File: config.mk
export PLATFORM = sky130hd
export DESIGN_NAME = dram_pic_reader
export DESIGN_NICKNAME = d
export VERILOG_FILES = /design/src/rtl/dram_pic_reader.sv
export SDC_FILE = /design/constraint.sdc
export NUM_CORES = 1
export LEC_CHECK = 0
export ABC_AREA = 1
export BUFFER_PORTS_ARGS = -buffer_cell sky130_fd_sc_hd__clkbuf_2
export CAP_MARGIN = 20
export CELL_PAD_IN_SITES_DETAIL_PLACEMENT = 1
export CELL_PAD_IN_SITES_GLOBAL_PLACEMENT = 2
export CORE_MARGIN = 2
export CORE_UTILIZATION = 30
export DETAILED_ROUTE_END_ITERATION = 8
export PLACE_DENSITY_LB_ADDON = 0.05
export SETUP_SLACK_MARGIN = 0.4
export SYNTH_ARGS = -nofsm -noshare
export SYNTH_HDL_FRONTEND = slang
export SYNTH_SLANG_ARGS = --single-unit
File: constraint.sdc
create_clock -name clk -period 10.6 [get_ports clk]
set_clock_uncertainty 0.1 [all_clocks]
set_input_delay 1.59 -clock clk [delete_from_list [all_inputs] [get_ports clk]]
set_output_delay 1.59 -clock clk [all_outputs]
set_load 0.05 [all_outputs]
File: src/rtl/dram_pic_reader.sv
// Fetches one 3-plane picture from DRAM over AXI read (three 64-beat INCR bursts)
// and streams the beats through a 2-entry output FIFO toward the ISP core.
module dram_pic_reader #(
  parameter logic [31:0] BASE_ADDR = 32'h0001_0000,
  parameter logic [3:0]  AXI_ID    = 4'd0
) (
  input  logic         clk,
  input  logic         rst_n,
  input  logic         req_valid,
  input  logic [3:0]   req_pic_no,
  output logic         req_ready,
  output logic [3:0]   arid_s_inf,
  output logic [31:0]  araddr_s_inf,
  output logic [7:0]   arlen_s_inf,
  output logic [2:0]   arsize_s_inf,
  output logic [1:0]   arburst_s_inf,
  output logic         arvalid_s_inf,
  input  logic         arready_s_inf,
  input  logic [3:0]   rid_s_inf,
  input  logic [127:0] rdata_s_inf,
  input  logic [1:0]   rresp_s_inf,
  input  logic         rlast_s_inf,
  input  logic         rvalid_s_inf,
  output logic         rready_s_inf,
  output logic         pix_valid,
  input  logic         pix_ready,
  output logic [127:0] pix_data,
  output logic [1:0]   pix_plane,
  output logic         pix_last,
  output logic         rd_err
);

  typedef enum logic [1:0] {IDLE, ADDR, DATA, DRAIN} state_t;

  state_t       state_q, state_d;
  logic [1:0]   plane_q, plane_d;
  logic [5:0]   beat_q, beat_d;
  logic [3:0]   pic_q, pic_d;
  logic         err_q, err_d;
  logic [1:0]   cnt_q, cnt_d;
  logic [127:0] h_data_q, h_data_d, t_data_q, t_data_d;
  logic [1:0]   h_plane_q, h_plane_d, t_plane_q, t_plane_d;
  logic         h_last_q, h_last_d, t_last_q, t_last_d;
  logic         push, pop, new_last;

  assign arid_s_inf    = AXI_ID;
  assign arlen_s_inf   = 8'd63;
  assign arsize_s_inf  = 3'b100;
  assign arburst_s_inf = 2'b01;
  assign araddr_s_inf  = BASE_ADDR + (32'(pic_q) * 32'hC00) + (32'(plane_q) << 10);

  assign req_ready     = (state_q == IDLE);
  assign arvalid_s_inf = (state_q == ADDR);
  assign rready_s_inf  = (state_q == DATA) && (cnt_q < 2'd2);
  assign push          = rvalid_s_inf && rready_s_inf;
  assign pop           = (cnt_q != 2'd0) && pix_ready;
  assign new_last      = rlast_s_inf && (plane_q == 2'd2);

  assign pix_valid = (cnt_q != 2'd0);
  assign pix_data  = h_data_q;
  assign pix_plane = h_plane_q;
  assign pix_last  = h_last_q && pix_valid;
  assign rd_err    = err_q;

  always_comb begin
    state_d = state_q;
    plane_d = plane_q;
    beat_d  = beat_q;
    pic_d   = pic_q;
    err_d   = err_q;
    case (state_q)
      IDLE: if (req_valid) begin
        state_d = ADDR;
        plane_d = 2'd0;
        beat_d  = 6'd0;
        pic_d   = req_pic_no;
        err_d   = 1'b0;
      end
      ADDR: if (arready_s_inf) state_d = DATA;
      DATA: if (push) begin
        beat_d = beat_q + 6'd1;
        if ((rresp_s_inf != 2'b00) || (rid_s_inf != AXI_ID) ||
            (rlast_s_inf && (beat_q != 6'd63)))
          err_d = 1'b1;
        // A short or long burst still terminates on rlast; only the flag records it.
        if (rlast_s_inf) begin
          beat_d = 6'd0;
          if (plane_q == 2'd2) state_d = DRAIN;
          else begin
            plane_d = plane_q + 2'd1;
            state_d = ADDR;
          end
        end
      end
      DRAIN: if (pop && h_last_q) state_d = IDLE;
      default: state_d = IDLE;
    endcase
  end

  always_comb begin
    cnt_d     = cnt_q;
    h_data_d  = h_data_q;
    h_plane_d = h_plane_q;
    h_last_d  = h_last_q;
    t_data_d  = t_data_q;
    t_plane_d = t_plane_q;
    t_last_d  = t_last_q;
    if (pop && !push) begin
      h_data_d  = t_data_q;
      h_plane_d = t_plane_q;
      h_last_d  = t_last_q;
      cnt_d     = cnt_q - 2'd1;
    end else if (push && !pop) begin
      if (cnt_q == 2'd0) begin
        h_data_d  = rdata_s_inf;
        h_plane_d = plane_q;
        h_last_d  = new_last;
      end else begin
        t_data_d  = rdata_s_inf;
        t_plane_d = plane_q;
        t_last_d  = new_last;
      end
      cnt_d = cnt_q + 2'd1;
    end else if (push && pop) begin
      if (cnt_q == 2'd1) begin
        h_data_d  = rdata_s_inf;
        h_plane_d = plane_q;
        h_last_d  = new_last;
      end else begin
        h_data_d  = t_data_q;
        h_plane_d = t_plane_q;
        h_last_d  = t_last_q;
        t_data_d  = rdata_s_inf;
        t_plane_d = plane_q;
        t_last_d  = new_last;
      end
    end
  end

  always_ff @(posedge clk or posedge rst_n) begin
    if (rst_n) begin
      state_q   <= IDLE;
      plane_q   <= '0;
      beat_q    <= '0;
      pic_q     <= '0;
      err_q     <= 1'b0;
      cnt_q     <= '0;
      h_data_q  <= '0;
      h_plane_q <= '0;
      h_last_q  <= 1'b0;
      t_data_q  <= '0;
      t_plane_q <= '0;
      t_last_q  <= 1'b0;
    end else begin
      state_q   <= state_d;
      plane_q   <= plane_d;
      beat_q    <= beat_d;
      pic_q     <= pic_d;
      err_q     <= err_d;
      cnt_q     <= cnt_d;
      h_data_q  <= h_data_d;
      h_plane_q <= h_plane_d;
      h_last_q  <= h_last_d;
      t_data_q  <= t_data_d;
      t_plane_q <= t_plane_d;
      t_last_q  <= t_last_d;
    end
  end

endmodule

# Yosys cells after proc, flatten, opt, wreduce, memory -nomap -nowiden
# Index checks and enable logic that the tools add are counted.
# classes
order_cmp	1
bitwise	1
n_mux	49
mul	1
n_addsub	6
shift	0
div_mod_pow	0
n_eq_ne	16
n_reduce_logical	30
# ops
op	count
two-way mux 128 bit	9
two-way mux 2 bit	21
adder 18 x 12 -> 19 bit	1
adder 17 x 16 -> 18 bit, first input constant	1
two-way mux 6 bit	3
inequality test 2 bit, second input constant	7
two-way mux 1 bit	12
case mux 6 bit (2 select lines)	1
logical AND 1 bit	10
AND reduction 5 bit	2
nonzero test 2 bit	5
case mux 2 bit (4 select lines)	1
AND reduction 4 bit	2
adder 6 x 1 -> 6 bit, second input constant	1
== test 2 bit, second input constant	3
multiplier 4 x 2 -> 6 bit, second input constant	1
inequality test 6 bit, second input constant	1
adder 2 x 1 -> 2 bit, second input constant	2
== test 2 x 1 -> 1 bit, second input constant	2
logical NOT 2 bit	2
inequality test 2 x 1 -> 1 bit, second input constant	2
case mux 2 bit (2 select lines)	1
AND reduction 2 bit	2
nonzero test 4 bit	1
9 further kinds	11
# word_totals
wordCells	116
ff_bits	279
mem_count	0
latch_bits	0
out_inout_bits	185
rom_bits	0
mem_bits_rw	0

# Logic depth before layout (Yosys ltp)
# logic_depth
ltp_word	7
ltp_mapped	13
mapped_depth_nobuf	11

# Worst setup path before layout
# OpenSTA, ideal clock, no wires.
# synth_path
path_kind	register to output
from	reg pic_q[1]
to	out araddr_s_inf[17]
slack_ns	6.812
t_arrival_ns	2.098
n_path_buf	0
path_stages_with_launch	7
required_ns	8.910
cell_sequence	dfrtp_1 -> ha_1 -> fa_1 -> nand2_1 -> nor2_1 -> nand3_1 -> nor2_1
# synth_between
elab_chain_len	3
# synth_lines
item	line	rtl
start, declared	38	logic [3:0] pic_q, pic_d;
start signal, assigned	158	pic_q <= pic_d;
multiplier 4 x 2 -> 6 bit	50	assign araddr_s_inf = BASE_ADDR + (32'(pic_q) * 32'hC00) + (32'(plane_q) << 10);
adder 17 x 16 -> 18 bit	50	
adder 18 x 12 -> 19 bit	50	
end, declared	13	output logic [31:0] araddr_s_inf,
# Every way passes these cells.

# Worst setup path in the final report
# layout_path
from	reg pic_q[1]
to	out araddr_s_inf[14]
# Same word-level chain as after synthesis.

==> results.sh <==
export IMPL_drtPass1Iterations=5
export IMPL_die_y_um=212.5
export IMPL_ys_top_cells_by_count="441 x nand2_1, 393 x o21ai_0, 293 x inv_1, 279 x dfrtp_1, 55 x buf_4"
export IMPL_yosys_warnings=0
export IMPL_post_route_period_util_pct=40.86
export IMPL_syn_avg_cell_area_sq_um=8.065
export IMPL_post_route_util_pct=36.91
export IMPL_avgRoutedWirePerCell_um=14.57
export IMPL_setup_slack_ps=6269
export IMPL_crit_family="adder cells"
export IMPL_max_stage_delay_ps=420
export IMPL_antenna_left=0
export IMPL_fin_setup_tns_ps=0
export IMPL_status="completed"
export IMPL_worst_r2r_endpoint="pix_data[23]$_DFFE_PP0P_"
export IMPL_ctsHoldBuffers=0
export IMPL_synth_most_common_cell="nand2_1"
export IMPL_dp_hpwl_um=23860
export IMPL_synth_top_area_share_pct=53.54
export IMPL_io_pins=330
export IMPL_die_area_sq_um=45150
export IMPL_htree_num_levels=2
export IMPL_place_ws_ps=6163
export IMPL_hold_class="reg -> reg"
export IMPL_synth_cell_type_count=29
export IMPL_drive_gt1_share_pct=18.79
export IMPL_slowest_stage="dfrtp_1"
export IMPL_grt_pass1_vias=10490
export IMPL_p_total_mw=5.352
export IMPL_numCtsBuffers=35
export IMPL_rows=76
export IMPL_area_delta_synth_final_pct=21.63
export IMPL_cts_resized=0
export IMPL_drt_wl_total_um=35980
export IMPL_worstSetupPathType="reg -> out"
export IMPL_slew_violations=0
export IMPL_synth_top_cell_by_area="dfrtp_1"
export IMPL_arrival_ps=2640
export IMPL_n_fill_cell=5292
export IMPL_maxCapViolCount=0
export IMPL_required_ps=8910
export IMPL_reg2reg_from="cnt_q[1]$_DFFE_PP0P_"
export IMPL_synth_ff_latch_count=279
export IMPL_reg2reg_depth=12
export IMPL_min_period_ps=4331
export IMPL_port_buffers=288
export IMPL_synthCells=1617
export IMPL_synth_edf_count=0
export IMPL_syn_cell_area_sq_um=13040
export IMPL_first_iter_violations=541
export IMPL_die_w_um=212.5
export IMPL_antenna_found_initial=1
export IMPL_cp_cell_sequence="ha_1 > inv_1 > fa_1 > or2_2 > nor2_1 > nand3_1 > nand2_1 > clkbuf_2"
export IMPL_ys_seq_area_share_pct=53.54
export IMPL_final_nets=2025
export IMPL_grt_pass1_wl_um=57470
export IMPL_fmax_mhz=230.9
export IMPL_crit_path_start_kind="flip-flop"
export IMPL_clk_latency_ps=520
export IMPL_min_to="t_data_q[22]$_DFFE_PP0P_"
export IMPL_synth_main_ff_cell="dfrtp_1"
export IMPL_cp_max_fo=4
export IMPL_grt_util_all_layers_pct=16.13
export IMPL_path_buf_inv=2
export IMPL_cts_setup_buffers=0
export IMPL_r2r_slack_ps=7030
export IMPL_max_slew_worst_pin_slew_ps=972.9
export IMPL_gp_congestion=0.7214
export IMPL_cts_tree="built"
export IMPL_hold_viol=0
export IMPL_viasPerCell=4.317
export IMPL_slew_headroom_pct=35.14
export IMPL_diodes=0
export IMPL_setup_viol=0
export IMPL_synthArstFlopShare_pct=100.0
export IMPL_cts_path_max_buffers=3
export IMPL_hold_depth=2
export IMPL_grt_max_degree=155
export IMPL_rsz0062_at_grt="false"
export IMPL_ir_drop_v=0.0001795
export IMPL_cts_sinks=279
export IMPL_clk_pin_slew_worst_paths_ps=50
export IMPL_cts_root_buf="clkbuf_16"
export IMPL_endpoint_kind="output port"
export IMPL_min_delay_start="t_data_q[22]$_DFFE_PP0P_"
export IMPL_powerDensity_nw_per_um2=337.4
export IMPL_hold_ws_ps=381.9
export IMPL_grt_overflow_total=0
export IMPL_vias=10660
export IMPL_initial_core_util_pct=30.34
export IMPL_post_route_drc_count=0
export IMPL_core_sq_um=42980
export IMPL_synth_area_leaders="dfrtp_1 54%, o21ai_0 15%, nand2_1 13%, inv_1 8.4%, buf_4 3.2%"
export IMPL_power_leakage_nw=8.387
==> area by class of cell <==
| type | instances | area [sq um] | area share, % |
|---|---|---|---|
| multi-input combinational | 958 | 4392 | 27.69 |
| clock buffer | 53 | 1056 | 6.657 |
| timing repair buffer | 298 | 1529 | 9.639 |
| inverter | 293 | 1107 | 6.981 |
| clock inverter | 3 | 65.06 | 0.4102 |
| sequential | 279 | 6982 | 44.01 |
| tap | 585 | 732.0 | 4.614 |
==> through the flow <==
stage	std cells	cell area, sq um
finish	2469	15860
global route	2469	15860
CTS	2469	15860
detailed placement	2413	14740
global placement	2413	14740
floorplan	1656	13190
==> kinds of logic (layout without fill, tap and decap cells) <==
family | after synthesis | after routing | share of synthesized area (%)
DFF | 279 | 279 | 53.54
other | 2 | 41 | 0.05759
buffers and inverters | 419 | 647 | 14.03
AOI/OAI and AO/OA | 416 | 416 | 16.20
xor gates and xnor gates | 4 | 4 | 0.2687
and+or+nand+nor | 480 | 480 | 14.19
muxes | 2 | 2 | 0.1727
adders and majority gates | 15 | 15 | 1.554
==> worst max path at each step <==
stage	startpoint	to	slack, ps	cells after the start
floorplan	rst_n	beat_q[0]$_DFFE_PP0P_	1220	1
global placement	rvalid_s_inf	pix_data[31]$_DFFE_PP0P_	6220	10
detailed placement	rvalid_s_inf	t_data_q[70]$_DFFE_PP0P_	6160	9
CTS	pic_q[1]$_DFFE_PP0P_	araddr_s_inf[14]	6200	8
global route	pic_q[1]$_DFFE_PP0P_	araddr_s_inf[14]	6100	8
finish	pic_q[1]$_DFFE_PP0P_	araddr_s_inf[14]	6270	8
==> sequential cells by signal, indices dropped and copies added (netlist names) <==
signal and cells:
pix_data 128, t_data_q 128, beat_q 6, pic_q 4, cnt_q 2, pix_plane 2
plane_q 2, state_q 2, t_plane_q 2, h_last_q 1, rd_err 1, t_last_q 1
==> routing by layer <==
metal,global-route usage [%],vias up,wire length [um]
li1,-,5379,-
met1,23.07,5041,17660
met2,24.05,193,15620
met3,4.328,43,2024
met4,4.196,2,668
met5,0,-,10
==> power by group <==
part           internal [mW]  total [mW]  leakage (nW)  switching (mW)
sequential              1.51        1.77          3.58           0.258
combinational          0.601        2.40          4.26            1.80
clock                  0.729        1.19         0.549           0.457
==> layout by cell type (no fill, tap or decap), types with 2 or more instances in the layout <==
cell type,Yosys,routed
nor2_1,18,18
xnor2_1,3,3
bufinv_16,0,2
dfrtp_1,279,279
a21oi_1,8,8
clkbuf_16,0,37
clkbuf_8,0,7
o21ai_0,393,393
nand2_1,441,441
conb_1,2,41
nand3_1,16,16
o21ai_4,1,2
ha_1,13,13
mux2_2,2,2
clkbuf_1,36,9
o21ai_1,8,8
or2_2,2,2
inv_1,293,292
clkbuf_2,0,288
buf_4,55,9
fa_1,2,2
==> worst reg2reg max path: cells and delay by family (launching register included) <==
family,cells,cell delay (ps)
buf+inv,5,1680
compound gates,3,520
fa+ha+maj,2,460
flops,1,390
simple gates,2,280
Note: power is estimated with default switching activity, not from simulation.
